File: config.mk
export PLATFORM = sky130hd
export DESIGN_NAME = line_write_buffer
export DESIGN_NICKNAME = d
export VERILOG_FILES = /design/src/rtl/line_write_buffer.sv
export SDC_FILE = /design/constraint.sdc
export NUM_CORES = 1
export LEC_CHECK = 0
export CORE_AREA = 2 2 217 219
export DETAILED_ROUTE_END_ITERATION = 8
export DIE_AREA = 0 0 219 221
export DONT_BUFFER_PORTS = 1
export PLACE_DENSITY_LB_ADDON = 0.05
export REMOVE_ABC_BUFFERS = 1
export SLEW_MARGIN = 20
export SYNTH_ARGS = -nofsm -noshare
export SYNTH_HDL_FRONTEND = slang
export SYNTH_SLANG_ARGS = --single-unit
File: constraint.sdc
create_clock -name clk -period 7.7 [get_ports clk]
set_input_delay 0.385 -clock clk [delete_from_list [all_inputs] [get_ports clk]]
set_output_delay 0.385 -clock clk [all_outputs]
set_load 0.02 [all_outputs]
File: src/rtl/line_write_buffer.sv
// Single-entry eviction write buffer between the memory arbiter and physical memory.
// Writebacks are acknowledged on capture and drained to pmem while the port is idle.
module line_write_buffer #(
    parameter int ADDR_W   = 16,
    parameter int LINE_W   = 128,
    parameter int OFFSET_W = 4
) (
    input  logic              clk,
    input  logic              reset,
    input  logic              a_mem_read,
    input  logic              a_mem_write,
    input  logic [ADDR_W-1:0] a_mem_address,
    input  logic [LINE_W-1:0] a_mem_wdata,
    output logic [LINE_W-1:0] a_mem_rdata,
    output logic              a_mem_resp,
    output logic              pmem_read,
    output logic              pmem_write,
    output logic [ADDR_W-1:0] pmem_address,
    output logic [LINE_W-1:0] pmem_wdata,
    input  logic [LINE_W-1:0] pmem_rdata,
    input  logic              pmem_resp
);
    localparam int TAG_W = ADDR_W - OFFSET_W;

    typedef enum logic [2:0] {IDLE, FILL, DRAIN, RESP, GAP} state_t;

    state_t            state_reg, state_next;
    logic              buf_valid_reg, buf_valid_next;
    logic [TAG_W-1:0]  buf_line_reg, buf_line_next;
    logic [LINE_W-1:0] buf_data_reg, buf_data_next;
    logic [TAG_W-1:0]  fill_line_reg, fill_line_next;
    logic [LINE_W-1:0] rdata_reg, rdata_next;
    logic              resp_read_reg, resp_read_next;

    logic [TAG_W-1:0]  req_line;
    logic              hit;
    logic              unused_offset;

    assign req_line      = a_mem_address[ADDR_W-1:OFFSET_W];
    assign hit           = buf_valid_reg && (req_line == buf_line_reg);
    assign unused_offset = ^a_mem_address[OFFSET_W-1:0];

    always_ff @(posedge clk or posedge reset) begin
        if (reset) begin
            state_reg     <= IDLE;
            buf_valid_reg <= 1'b0;
            buf_line_reg  <= '0;
            buf_data_reg  <= '0;
            fill_line_reg <= '0;
            rdata_reg     <= '0;
            resp_read_reg <= 1'b0;
        end else begin
            state_reg     <= state_next;
            buf_valid_reg <= buf_valid_next;
            buf_line_reg  <= buf_line_next;
            buf_data_reg  <= buf_data_next;
            fill_line_reg <= fill_line_next;
            rdata_reg     <= rdata_next;
            resp_read_reg <= resp_read_next;
        end
    end

    always_comb begin
        state_next     = state_reg;
        buf_valid_next = buf_valid_reg;
        buf_line_next  = buf_line_reg;
        buf_data_next  = buf_data_reg;
        fill_line_next = fill_line_reg;
        rdata_next     = rdata_reg;
        resp_read_next = resp_read_reg;
        unique case (state_reg)
            IDLE: begin
                // Reads take priority over both a pending write and a pending drain.
                if (a_mem_read) begin
                    resp_read_next = 1'b1;
                    if (hit) begin
                        rdata_next = buf_data_reg;
                        state_next = RESP;
                    end else begin
                        fill_line_next = req_line;
                        state_next     = FILL;
                    end
                end else if (a_mem_write) begin
                    if (!buf_valid_reg || hit) begin
                        buf_valid_next = 1'b1;
                        buf_line_next  = req_line;
                        buf_data_next  = a_mem_wdata;
                        resp_read_next = 1'b0;
                        state_next     = RESP;
                    end else begin
                        state_next = DRAIN;
                    end
                end else if (buf_valid_reg) begin
                    state_next = DRAIN;
                end
            end
            FILL: begin
                if (pmem_resp) begin
                    rdata_next = pmem_rdata;
                    state_next = RESP;
                end
            end
            DRAIN: begin
                if (pmem_resp) begin
                    buf_valid_next = 1'b0;
                    state_next     = IDLE;
                end
            end
            RESP:    state_next = GAP;
            GAP:     state_next = IDLE;
            default: state_next = IDLE;
        endcase
    end

    // Outputs depend only on state and registers, so pmem signals hold steady per request.
    always_comb begin
        a_mem_resp   = (state_reg == RESP);
        a_mem_rdata  = (state_reg == RESP && resp_read_reg) ? rdata_reg : '0;
        pmem_read    = (state_reg == FILL);
        pmem_write   = (state_reg == DRAIN);
        pmem_wdata   = (state_reg == DRAIN) ? buf_data_reg : '0;
        pmem_address = '0;
        if (state_reg == FILL)
            pmem_address = {fill_line_reg, {OFFSET_W{1'b0}}};
        else if (state_reg == DRAIN)
            pmem_address = {buf_line_reg, {OFFSET_W{1'b0}}};
    end

endmodule
After elaboration in Yosys (flattened, before gate mapping)

Cells that the tools add are included.

Register bits: 285
Bits of input ports: 277
Output and inout bits: 275
Word-level logic and storage cells: 60

Equality and inequality tests: 12
Muxes and demuxes: 24
Bitwise logic cells: 2
Reduce and logical (&&, ||, !) cells: 15

Operators by type and width:

| kind                 | number |
|---|---|
| $mux W128            | 5 |
| $pmux W128 S2        | 1 |
| $mux W16             | 2 |
| $mux W3              | 5 |
| $eq A12 B12 Y1       | 1 |
| $pmux W3 S4          | 1 |
| $ne A2 B2 Y1 const B | 5 |
| $reduce_and A3 Y1    | 3 |
| $mux W1              | 8 |
| $reduce_and A4 Y1    | 2 |
| $reduce_bool A2 Y1   | 4 |
| $eq A3 B2 Y1 const B | 2 |
| $reduce_and A5 Y1    | 1 |
| $ne A2 B1 Y1 const B | 2 |
| $ne A4 B4 Y1 const B | 1 |
| $eq A3 B1 Y1 const B | 1 |
| $logic_not A3 Y1     | 1 |
| $logic_and A1 B1 Y1  | 2 |
| $mux W2              | 1 |
| $not A1 Y1           | 2 |
| $pmux W1 S2          | 1 |
| $logic_not A1 Y1     | 1 |
| $logic_or A1 B1 Y1   | 1 |

Logic depth before layout (Yosys ltp)

Gate-level depths: netlist of run 1.

Depth in word-level cells: 7
Depth in mapped cells: 8
Depth with buffers taken out: 5

Worst setup path after synthesis of run 1

No wires, ideal clock.

Kind: reg-to-output
Start: register state_reg[0]
End: output pmem_address[10]
Arrival time: 1.844 ns
Data required time: 7.315 ns
Path slack: 5.471 ns
Stages on the path, launching flop included: 6
Buffers on the path: 3
Cells stage by stage: dfrtp_1 buf_2 nor3b_1 clkbuf_1 buf_1 a22o_1

Word-level cells in the longest chain between the ends: 3
Elaborated cells between the ends (all ways): 4
Those cells by class: 2 x eq/ne; 2 x mux

RTL lines:

| what                   | line | text |
|---|---|---|
| from (decl)            | 27   | `state_t state_reg, state_next;` |
| from (signal assigned) | 53   | `state_reg <= state_next;` |
| $eq A3 B2 Y1           | 125  | `else if (state_reg == DRAIN)` |
| $mux W16               | 125  |  |
| $mux W16 (*)           | 123  | `if (state_reg == FILL)` |
| to (decl)              | 18   | `output logic [ADDR_W-1:0] pmem_address,` |

Mark *: on every way between the ends. The rest lies on a longest branch, timed or not.

Final worst setup path of run 1

Start: register state_reg[0]
End: output a_mem_rdata[125]

Word-level cells in the longest chain between the ends: 3

RTL lines:

| what                 | line | text |
|---|---|---|
| $eq A3 B2 Y1         | n/a  |  |
| named net a_mem_resp | 15   | `output logic a_mem_resp,` |
| $logic_and A1 B1 Y1  | 118  | `a_mem_rdata = (state_reg == RESP && resp_read_reg) ? rdata_reg : '0;` |
| $mux W128            | 118  |  |
| to (decl)            | 14   | `output logic [LINE_W-1:0] a_mem_rdata,` |

The timed path passes the listed nets, and every way through them passes these cells.

==> results of run 1 <==
==> layout make-up <==
type / count / area share [%]
flip-flops and latches: 285 / 40.7
multi-input cells: 851 / 39.2
repair buffers: 159 / 8.98
clock buffers: 59 / 6.43
well taps: 607 / 4.33
clock inverters: 4 / 0.157
inverters: 3 / 0.107
diodes: 5 / 0.0713
==> cell families after synthesis <==
kind of cell / after synthesis / synth area share (%)
AOI/OAI and AO/OA: 150 / 7.76
xor gates and xnor gates: 12 / 0.716
buffers and inverters: 126 / 4.77
DFF: 285 / 48.6
muxes: 281 / 23.0
other: 1 / 0.0256
and+or+nand+nor: 404 / 15.1
==> layout by cell type (no fill, tap or decap), types with 4 or more instances in the layout <==
cell | netlist | final
a22o_1 | 12 | 12
a22oi_1 | 129 | 129
and2_1 | 131 | 130
and3_1 | 128 | 128
buf_4 | 4 | 14
clkbuf_1 | 84 | 10
clkbuf_16 | 0 | 37
clkbuf_8 | 0 | 12
conb_1 | 1 | 4
dfrtp_1 | 285 | 283
diode_2 | 0 | 5
dlygate4sd3_1 | 0 | 143
mux2_2 | 52 | 52
mux2_4 | 100 | 100
mux2i_1 | 129 | 129
nor2_1 | 130 | 130
xor2_1 | 12 | 12
==> power breakdown <==
part           leakage [nW]  internal, W  switching, W  total (W)
Combinational          4.51      0.00138       0.00198    0.00336
Clock                 0.571     0.000998      0.000666    0.00166
Sequential             3.35      0.00227      0.000538    0.00281
Total                  8.43      0.00464       0.00318    0.00783
==> worst min-delay path, cell delays in order <==
cell and delay (ns):
mux2i_1 0.05, o41ai_1 0.06, nor3_1 0.05
==> layer usage <==
| metal | GRT usage [%] | part of all wire [%] | routed length [um] | vias up |
|---|---|---|---|---|
| li1 | - | - | - | 4603 |
| met1 | 25.8 | 41 | 21000 | 5295 |
| met2 | 34.4 | 50 | 25400 | 383 |
| met3 | 5.54 | 7.1 | 3660 | 61 |
| met4 | 6.43 | 2.3 | 1180 | 2 |
| met5 | 0 | 0.031 | 16 | - |
==> repair_timing <==
item                      in CTS  in global routing
hold buffers                 143                  0
hold endpoints to repair     238                  0
resized for setup              0                  0
==> metrics by stage <==
stage / setup WS (ns) / instances / TNS [ns] / hold slack (ns) / power, W
2_1_floorplan: -3.12 / 1139 / -1134.61 / 0.480 / 0.00547
3_3_place_gp: 3.35 / 1762 / 0 / 0.399 / 0.00612
3_5_place_dp: 3.35 / 1762 / 0 / 0.393 / 0.00617
4_1_cts: 2.99 / 1968 / 0 / 0.00635 / 0.00795
5_1_grt: 2.87 / 1971 / 0 / 0.0459 / 0.00834
6_report: 3.10 / 1973 / 0 / 0.0525 / 0.00783
==> path summary, 6_finish.rpt <==
| check | startpoint | end | slack [ns] | depth (start not counted) |
|---|---|---|---|---|
| setup / recovery | state_reg[0] | a_mem_rdata[125] | 3.10 | 4 |
| hold / removal | pmem_resp | state_reg[1] | 0.05 | 3 |
| setup reg to reg | state_reg[0] | buf_line_reg[1] | 3.46 | 7 |
| hold reg to reg | fill_line_reg[0] | fill_line_reg[0] | 0.51 | 1 |
| max in group asynchronous | reset | buf_data_reg[115] | 5.88 | 3 |
| min in group asynchronous | reset | buf_data_reg[111] | 0.43 | 2 |
==> flow_summary.json, run 1 <==
{
  "multi_input_area_mm2": 0.00688,
  "slew_headroom_pct": 28.9,
  "powerDensity_mw_per_mm2": 446,
  "vias": 10300,
  "start_util_pct": 31.9,
  "die_x_um": 219,
  "fmax_mhz": 217,
  "criticalPathCategory": "reg -> out",
  "hold_viol_final": 0,
  "numPortBuffers": 0,
  "grt_pass1_wl_um": 75100,
  "status": "complete, no violations",
  "crit_family": "buffers and inverters",
  "h-tree-depth": 2,
  "worstPathMaxFanout": 107,
  "slew_viol_final": 0,
  "drtPass1Iterations": 5,
  "syn_avg_cell_area_um2": 11.7,
  "maxCapViolCount": 0,
  "crit_chain": "buf_12, and3b_4, buf_4, and3_1",
  "async_reset_ff_share_pct": 100,
  "synth_top_area_share_pct": 48.6,
  "die_area_mm2": 0.0484,
  "start_kind": "register",
  "ios": 552,
  "power.leakage_nw": 8.43,
  "post-route-util_pct": 38.1,
  "cts_tree": "built",
  "fin_worst_skew_ns": 0.0100,
  "synth.distinct_cells": 36,
  "final_nets": 1613,
  "clock_latency_ns": 0.54,
  "dieHeight_um": 221,
  "dpl_cell_area_mm2": 0.0149,
  "path_clk_slew_ns": 0.06,
  "synth.most_common_cell": "dfrtp_1",
  "setup_viol": 0,
  "grt_overflow_total": 0,
  "numClockSinks": 285,
  "ant_nets": 0,
  "synthTopCellsByArea": "dfrtp_1, mux2_4, mux2i_1",
  "drt-wirelength-per-cell_um": 26.0,
  "cp_slowest_cell": "buf_4",
  "antenna_found_initial": 4,
  "via_per_inst": 5.24,
  "fin_area_mm2": 0.0175,
  "coreArea_mm2": 0.0461,
  "postCtsSetupBuffers": 0,
  "critPathArrivalTime_ns": 4.22,
  "drive_above_1_share_pct": 17.0,
  "synth_flop_cell": "dfrtp_1",
  "regArea_mm2": 0.00714,
  "cpPeakStageDelay_ns": 0.78,
  "cp-end-kind": "primary output",
  "netlist_instances": 1259,
  "synthToLayoutAreaGrowth_pct": 19.6,
  "initialDrtViolationCount": 572,
  "num_rows": 79,
  "finalWeightedCongestion": 0.748,
  "tightest_slew_ns": 1.07,
  "min_path_type": "in -> reg",
  "ys_ff_latch": 285,
  "finalWirelength_um": 51300,
  "dp_hpwl_um": 31900,
  "drc": 0,
  "synth_warnings": 0,
  "rsz0062_at_grt": "false",
  "clockBufferDepth": 3,
  "ir_drop_uv": 238,
  "synth_edf_count": 0,
  "yosys.area.top_type": "dfrtp_1",
  "fin_crit_sh_pct": 59.8,
  "grtUsageTotal_pct": 20.6,
  "numCtsBuffers": 36,
  "required_ns": 7.32,
  "layout_min_cycle_time_ns": 4.60,
  "syn-cell-area_mm2": 0.0147,
  "grt_max_degree": 147,
  "yosys-top-cells-count": "dfrtp_1, and2_1, nor2_1",
  "fillers": 4585,
  "seq_area_frac_synth_pct": 48.6,
  "cp_num_buf_inv": 2,
  "clockRootBuffer": "clkbuf_16",
  "grt_pass1_vias": 10900
}
No activity file was read; power rests on OpenSTA's default activity.
==> run 2, diff against run 1 <==
clock period = 4.81 ns   (was 7.7 ns; I/O delays follow)
==> run 2 against run 1 <==
Clock skew up 0.0029 ns. Sequential power is 62% higher. Critical path depth shrank 1. Routed wire length grew 0.42%. Sequential share of layout area fell by 2.7 points. First-iteration DRC count up 15%. Largest power group unchanged.
==> flow_summary.json, run 2 (synthesis results as in run 1) <==
{
  "status": "complete, no violations",
  "fin_worst_skew_ns": 0.0130,
  "drive_above_1_share_pct": 15.8,
  "synthToLayoutAreaGrowth_pct": 28.2,
  "via_per_inst": 5.18,
  "worstPathMaxFanout": 46,
  "crit_family": "simple AND/OR/NAND/NOR gates",
  "finalWirelength_um": 51500,
  "die_area_mm2": 0.0484,
  "ir_drop_uv": 331,
  "clockBufferDepth": 3,
  "numCtsBuffers": 37,
  "clock_latency_ns": 0.55,
  "crit_chain": "and3b_4, buf_4, and3_1",
  "r2r.worst_path.cells": 6,
  "placed_cells_incl_taps": 1765,
  "numPortBuffers": 0,
  "whs_path_depth": 2,
  "die_x_um": 219,
  "grt_max_degree": 143,
  "start_kind": "register",
  "setup_viol": 0,
  "dieHeight_um": 221,
  "cpPeakStageDelay_ns": 0.88,
  "grt_pass1_vias": 11500,
  "fillers": 4507,
  "final_cell_mix": "dfrtp_1, dlygate4sd3_1, and2_1, nor2_1",
  "clockRootBuffer": "clkbuf_16",
  "fin_crit_sh_pct": 71.1,
  "criticalPathCategory": "reg -> out",
  "cts_tree": "built",
  "grtUsageTotal_pct": 20.7,
  "slew_headroom_pct": 29.3,
  "tightest_slew_ns": 1.06,
  "min_path_type": "in -> reg",
  "ff2ff_setup_slack_ns": 1.71,
  "layout_min_cycle_time_ns": 3.42,
  "r2r-start": "state_reg[0]",
  "grt_pass1_wl_um": 76200,
  "maxCapViolCount": 0,
  "start_util_pct": 31.9,
  "powerDensity_mw_per_mm2": 677,
  "cp_slowest_cell": "dfrtp_4",
  "grt_overflow_total": 0,
  "cp.depth": 3,
  "ant_nets": 0,
  "rsz0062_at_grt": "false",
  "hold_viol_final": 0,
  "vias": 10800,
  "min-delay-start": "pmem_rdata[97]",
  "path_clk_slew_ns": 0.06,
  "drc": 0,
  "finalWeightedCongestion": 0.753,
  "dp_hpwl_um": 31700,
  "cp_num_buf_inv": 1,
  "drt-wirelength-per-cell_um": 24.6,
  "antenna_found_initial": 2,
  "final_nets": 1737,
  "power.leakage_nw": 8.97,
  "holdPathEnd": "rdata_reg[97]",
  "final_common_cell": "dfrtp_1",
  "required_ns": 4.57,
  "cp-end-kind": "primary output",
  "hold-worst-slack_ns": 0.0233,
  "fmax_mhz": 292,
  "drtPass1Iterations": 5,
  "instances_no_fill": 2094,
  "r2r_end": "buf_data_reg[24]",
  "numClockSinks": 285,
  "critPathArrivalTime_ns": 3.18,
  "h-tree-depth": 2,
  "ios": 552,
  "coreArea_mm2": 0.0461,
  "initialDrtViolationCount": 658,
  "num_rows": 79,
  "slew_viol_final": 0
}
run 2: cell types whose count changed in the layout (fill, tap and decap cells not counted):
cell           before  now
clkbuf_8           12    8
clkbuf_1           10   11
diode_2             5    2
dlygate4sd3_1     143  263
clkinv_2            2    4
bufinv_16           0    1
inv_6               2    1
clkbuf_16          37   39
buf_12              2    4
buf_4              14   15
run 2: report_power, final:
part | internal (W) | switching, W | leakage [nW]
Combinational | 0.00230 | 0.00313 | 5.03
Sequential | 0.00363 | 0.000932 | 3.35
Clock | 0.00166 | 0.00110 | 0.585
run 2: final cells by class:
type	instances	area [um2]	area share [%]
multi-input cells	851	6880	36.6
flip-flops and latches	285	7140	37.9
repair buffers	282	2830	15.0
clock buffers	58	1130	5.99
well taps	607	759	4.04
inverters	3	18.8	0.0997
clock inverters	6	58.8	0.313
diodes	2	5.00	0.0266
run 2: how the worst max path moves through the flow:
| stage | slack, ns | start | end |
|---|---|---|---|
| after CTS | 1.28 | state_reg[0] | a_mem_rdata[93] |
| after detailed placement | 1.69 | state_reg[0] | buf_data_reg[89] |
| after global routing | 1.20 | state_reg[0] | a_mem_rdata[93] |
| final | 1.39 | state_reg[0] | a_mem_rdata[93] |
| after global placement | 1.70 | state_reg[0] | buf_data_reg[24] |
| after floorplan | -5.86 | state_reg[0] | pmem_wdata[0] |
run 2: per-layer routing:
| metal | track usage (%) | routed length (um) | share of wire (%) |
|---|---|---|---|
| met2 | 34.7 | 25300 | 49 |
| met1 | 25.9 | 21400 | 42 |
| met3 | 5.47 | 3380 | 6.6 |
| met4 | 6.21 | 1450 | 2.8 |
| met5 | 0 | 0 | 0 |
run 2: worst register-to-register path: stages (launching register included):
cell,delay [ns]
dfrtp_4,0.88
nor3_1,0.18
nand2_1,0.12
or2_0,0.17
a21o_4,0.52
buf_4,0.70
mux2_4,0.41
run 2: what timing repair did:
item                      4_1_cts  5_1_grt
hold buffers                  263        0
hold endpoints to repair      387        0
setup buffers                   0        0
resized for setup               0        0
run 2: per-stage QoR:
step	instance area [um2]	util, %	setup TNS (ns)	power (W)	setup WS (ns)
floorplan	14000	-	-3351.57	0.00875	-5.86
global placement	15000	32.6	0	0.00982	1.70
detailed placement	15000	32.6	0	0.00989	1.69
CTS	18800	40.8	0	0.0129	1.28
global route	18800	40.9	0	0.0136	1.20
finish	18800	40.9	0	0.0127	1.39
==> run 3, diff against run 2 <==
ABC_AREA = 1   (was default)
CORE_AREA = 2 2 212 214   (was 2 2 217 219)
DIE_AREA = 0 0 214 216   (was 0 0 219 221)
clock period = 3.43 ns   (was 4.81 ns; I/O delays follow)
==> run 3 against run 2 <==
Setup slack worse by 0.69 ns. Design area up 2.1%. Count of clock-buffer cells in the layout down 1. Sequential cell count unchanged. Core utilization up 3.0 points. Worst hold slack better by 0.047 ns. Sequential power up 23%. Critical path depth up 4. Die area down 4.5%. Routed wire length up 2.1%. Critical path type unchanged. Largest cell class unchanged.
==> flow_summary.json, run 3 <==
{
  "clockBufferDepth": 3,
  "grtUsageMet2_pct": 37.1,
  "grt_pass1_vias": 13900,
  "tns_ns": 0,
  "min-delay-start": "pmem_rdata[14]",
  "dieHeight_um": 216,
  "use_met3_pct": 5.61,
  "via_per_inst": 4.67,
  "ir_drop_uv": 522,
  "ys_ff_latch": 285,
  "r2r.worst_path.cells": 8,
  "die_area_mm2": 0.0462,
  "drive_above_1_share_pct": 4.05,
  "synth_top_area_share_pct": 47.9,
  "path_clk_slew_ns": 0.05,
  "startpoint": "state_reg[0]",
  "tightest_slew_ns": 0.928,
  "holdPathEnd": "rdata_reg[14]",
  "slew_viol_final": 0,
  "crit_chain": "inv_1, nor3_1, buf_4, nand2_4, buf_4, buf_4, nor2_1",
  "setup_ws_ns": 0.704,
  "clock_latency_ns": 0.54,
  "r2r_end": "rdata_reg[8]",
  "grt_overflow_total": 0,
  "postCtsSetupBuffers": 0,
  "setup_viol": 0,
  "grt_pass1_wl_um": 82600,
  "seq_area_frac_synth_pct": 47.9,
  "start_util_pct": 34.0,
  "drt-wirelength-per-cell_um": 17.8,
  "clockRootBuffer": "clkbuf_16",
  "final_cell_mix": "nand2_1, inv_1, dfrtp_1",
  "power.leakage_nw": 9.75,
  "start_kind": "register",
  "synthToLayoutAreaGrowth_pct": 29.1,
  "place_ws_ns": 1.04,
  "drtPass1Iterations": 5,
  "coreArea_mm2": 0.0438,
  "synth.most_common_cell": "nand2_1",
  "numClockSinks": 285,
  "async_reset_ff_share_pct": 100,
  "fin_crit_sh_pct": 79.5,
  "vias": 13800,
  "rsz0062_at_grt": "false",
  "synthTopCellsByArea": "dfrtp_1, nand2_1, inv_1",
  "ff2ff_setup_slack_ns": 1.05,
  "cpPeakStageDelay_ns": 0.40,
  "cts_resized": 0,
  "critPathArrivalTime_ns": 2.55,
  "initialDrtViolationCount": 1011,
  "maxCapViolCount": 0,
  "synth.distinct_cells": 22,
  "numPortBuffers": 0,
  "fmax_mhz": 367,
  "layout_min_cycle_time_ns": 2.73,
  "required_ns": 3.26,
  "h-tree-depth": 2,
  "cpMostUsedCell": "buf_4",
  "whs_path_depth": 4,
  "slew_headroom_pct": 37.5,
  "synth_flop_cell": "dfrtp_1",
  "drc": 0,
  "ios": 552,
  "busiest_layer": "met2",
  "dp_hpwl_um": 34500,
  "syn_avg_cell_area_um2": 6.95,
  "syn-cell-area_mm2": 0.0149,
  "hold_viol_final": 0,
  "num_rows": 77,
  "numCtsBuffers": 37,
  "num_antenna_cells": 0,
  "r2r-start": "state_reg[0]",
  "powerDensity_mw_per_mm2": 850,
  "grtUsageTotal_pct": 22.7,
  "cp_num_buf_inv": 4,
  "finalWirelength_um": 52600,
  "cts_tree": "built",
  "criticalPathCategory": "reg -> out",
  "worstPathMaxFanout": 26,
  "finalWeightedCongestion": 0.865,
  "min_path_type": "in -> reg",
  "yosys-top-cells-count": "nand2_1, inv_1, dfrtp_1",
  "status": "complete, no violations",
  "synth_edf_count": 0,
  "ant_nets": 0,
  "use_met1_pct": 29.2,
  "antenna_found_initial": 1,
  "synth_warnings": 0,
  "yosys.area.top_type": "dfrtp_1",
  "final_nets": 2626,
  "netlist_instances": 2142,
  "cp-end-kind": "primary output",
  "final_common_cell": "nand2_1",
  "cp_slowest_cell": "dfrtp_1",
  "grt_max_degree": 129,
  "crit_family": "buffers and inverters",
  "fin_worst_skew_ns": 0.0104,
  "die_x_um": 214
}
[run 3: final cells by class]
type / count / area [um2]
fillers: 4656 / 24600
inverters: 413 / 1570
repair buffers: 303 / 3080
clock inverters: 4 / 23.8
multi-input cells: 1309 / 5560
clock buffers: 57 / 1110
flip-flops and latches: 285 / 7130
well taps: 592 / 741
[run 3: logic make-up after synthesis]
family                    count (synthesis)  synth area share (%)
AOI/OAI and AO/OA                       286                  9.77
and+or+nand+nor                        1015                  27.0
buffers and inverters                   551                  15.1
xor gates and xnor gates                  4                 0.235
DFF                                     285                  47.9
other                                     1                0.0252
[run 3: metrics by stage]
| step | instance area (um2) | power, W | utilization, % | cells | hold slack (ns) |
|---|---|---|---|---|---|
| after floorplan | 14200 | 0.0104 | - | 2007 | 0.305 |
| after global placement | 15400 | 0.0124 | 35.1 | 2632 | 0.264 |
| after detailed placement | 15400 | 0.0125 | 35.1 | 2632 | 0.264 |
| after CTS | 19200 | 0.0166 | 43.8 | 2963 | 0.0364 |
| after global routing | 19200 | 0.0178 | 43.8 | 2963 | 0.106 |
| final | 19200 | 0.0163 | 43.8 | 2963 | 0.0704 |
[run 3: tightest hold or removal path, delay by kind of cell]
family / cells / cell delay, ns
AO/OA/AOI/OAI: 1 / 0.18
AND/OR/NAND/NOR: 3 / 0.21
[run 3: how the worst max path moves through the flow]
stage / end / slack, ns / cells past startpoint
2_1_floorplan: buf_data_reg[0] / -4.61 / 1
3_3_place_gp: pmem_wdata[103] / 1.06 / 6
3_5_place_dp: pmem_wdata[66] / 1.04 / 6
4_1_cts: pmem_wdata[115] / 0.45 / 6
5_1_grt: a_mem_rdata[20] / 0.52 / 7
6_report: a_mem_rdata[106] / 0.70 / 7
[run 3: layer usage]
| layer | share of wire [%] | vias up |
|---|---|---|
| li1 | - | 6793 |
| met1 | 43 | 6522 |
| met2 | 47 | 439 |
| met3 | 6.5 | 79 |
| met4 | 3.1 | 2 |
| met5 | 0.021 | - |
[run 3: power breakdown]
group	internal, W	total (W)	leakage (nW)	switching [W]
Clock	0.00222	0.00370	0.560	0.00148
Combinational	0.00191	0.00704	5.55	0.00513
Sequential	0.00484	0.00560	3.64	0.000760
[run 3: timing repair]
item                                    CTS  global route
hold endpoints to repair                385             0
endpoints found under the setup margin    0             0
hold buffers                            270             0
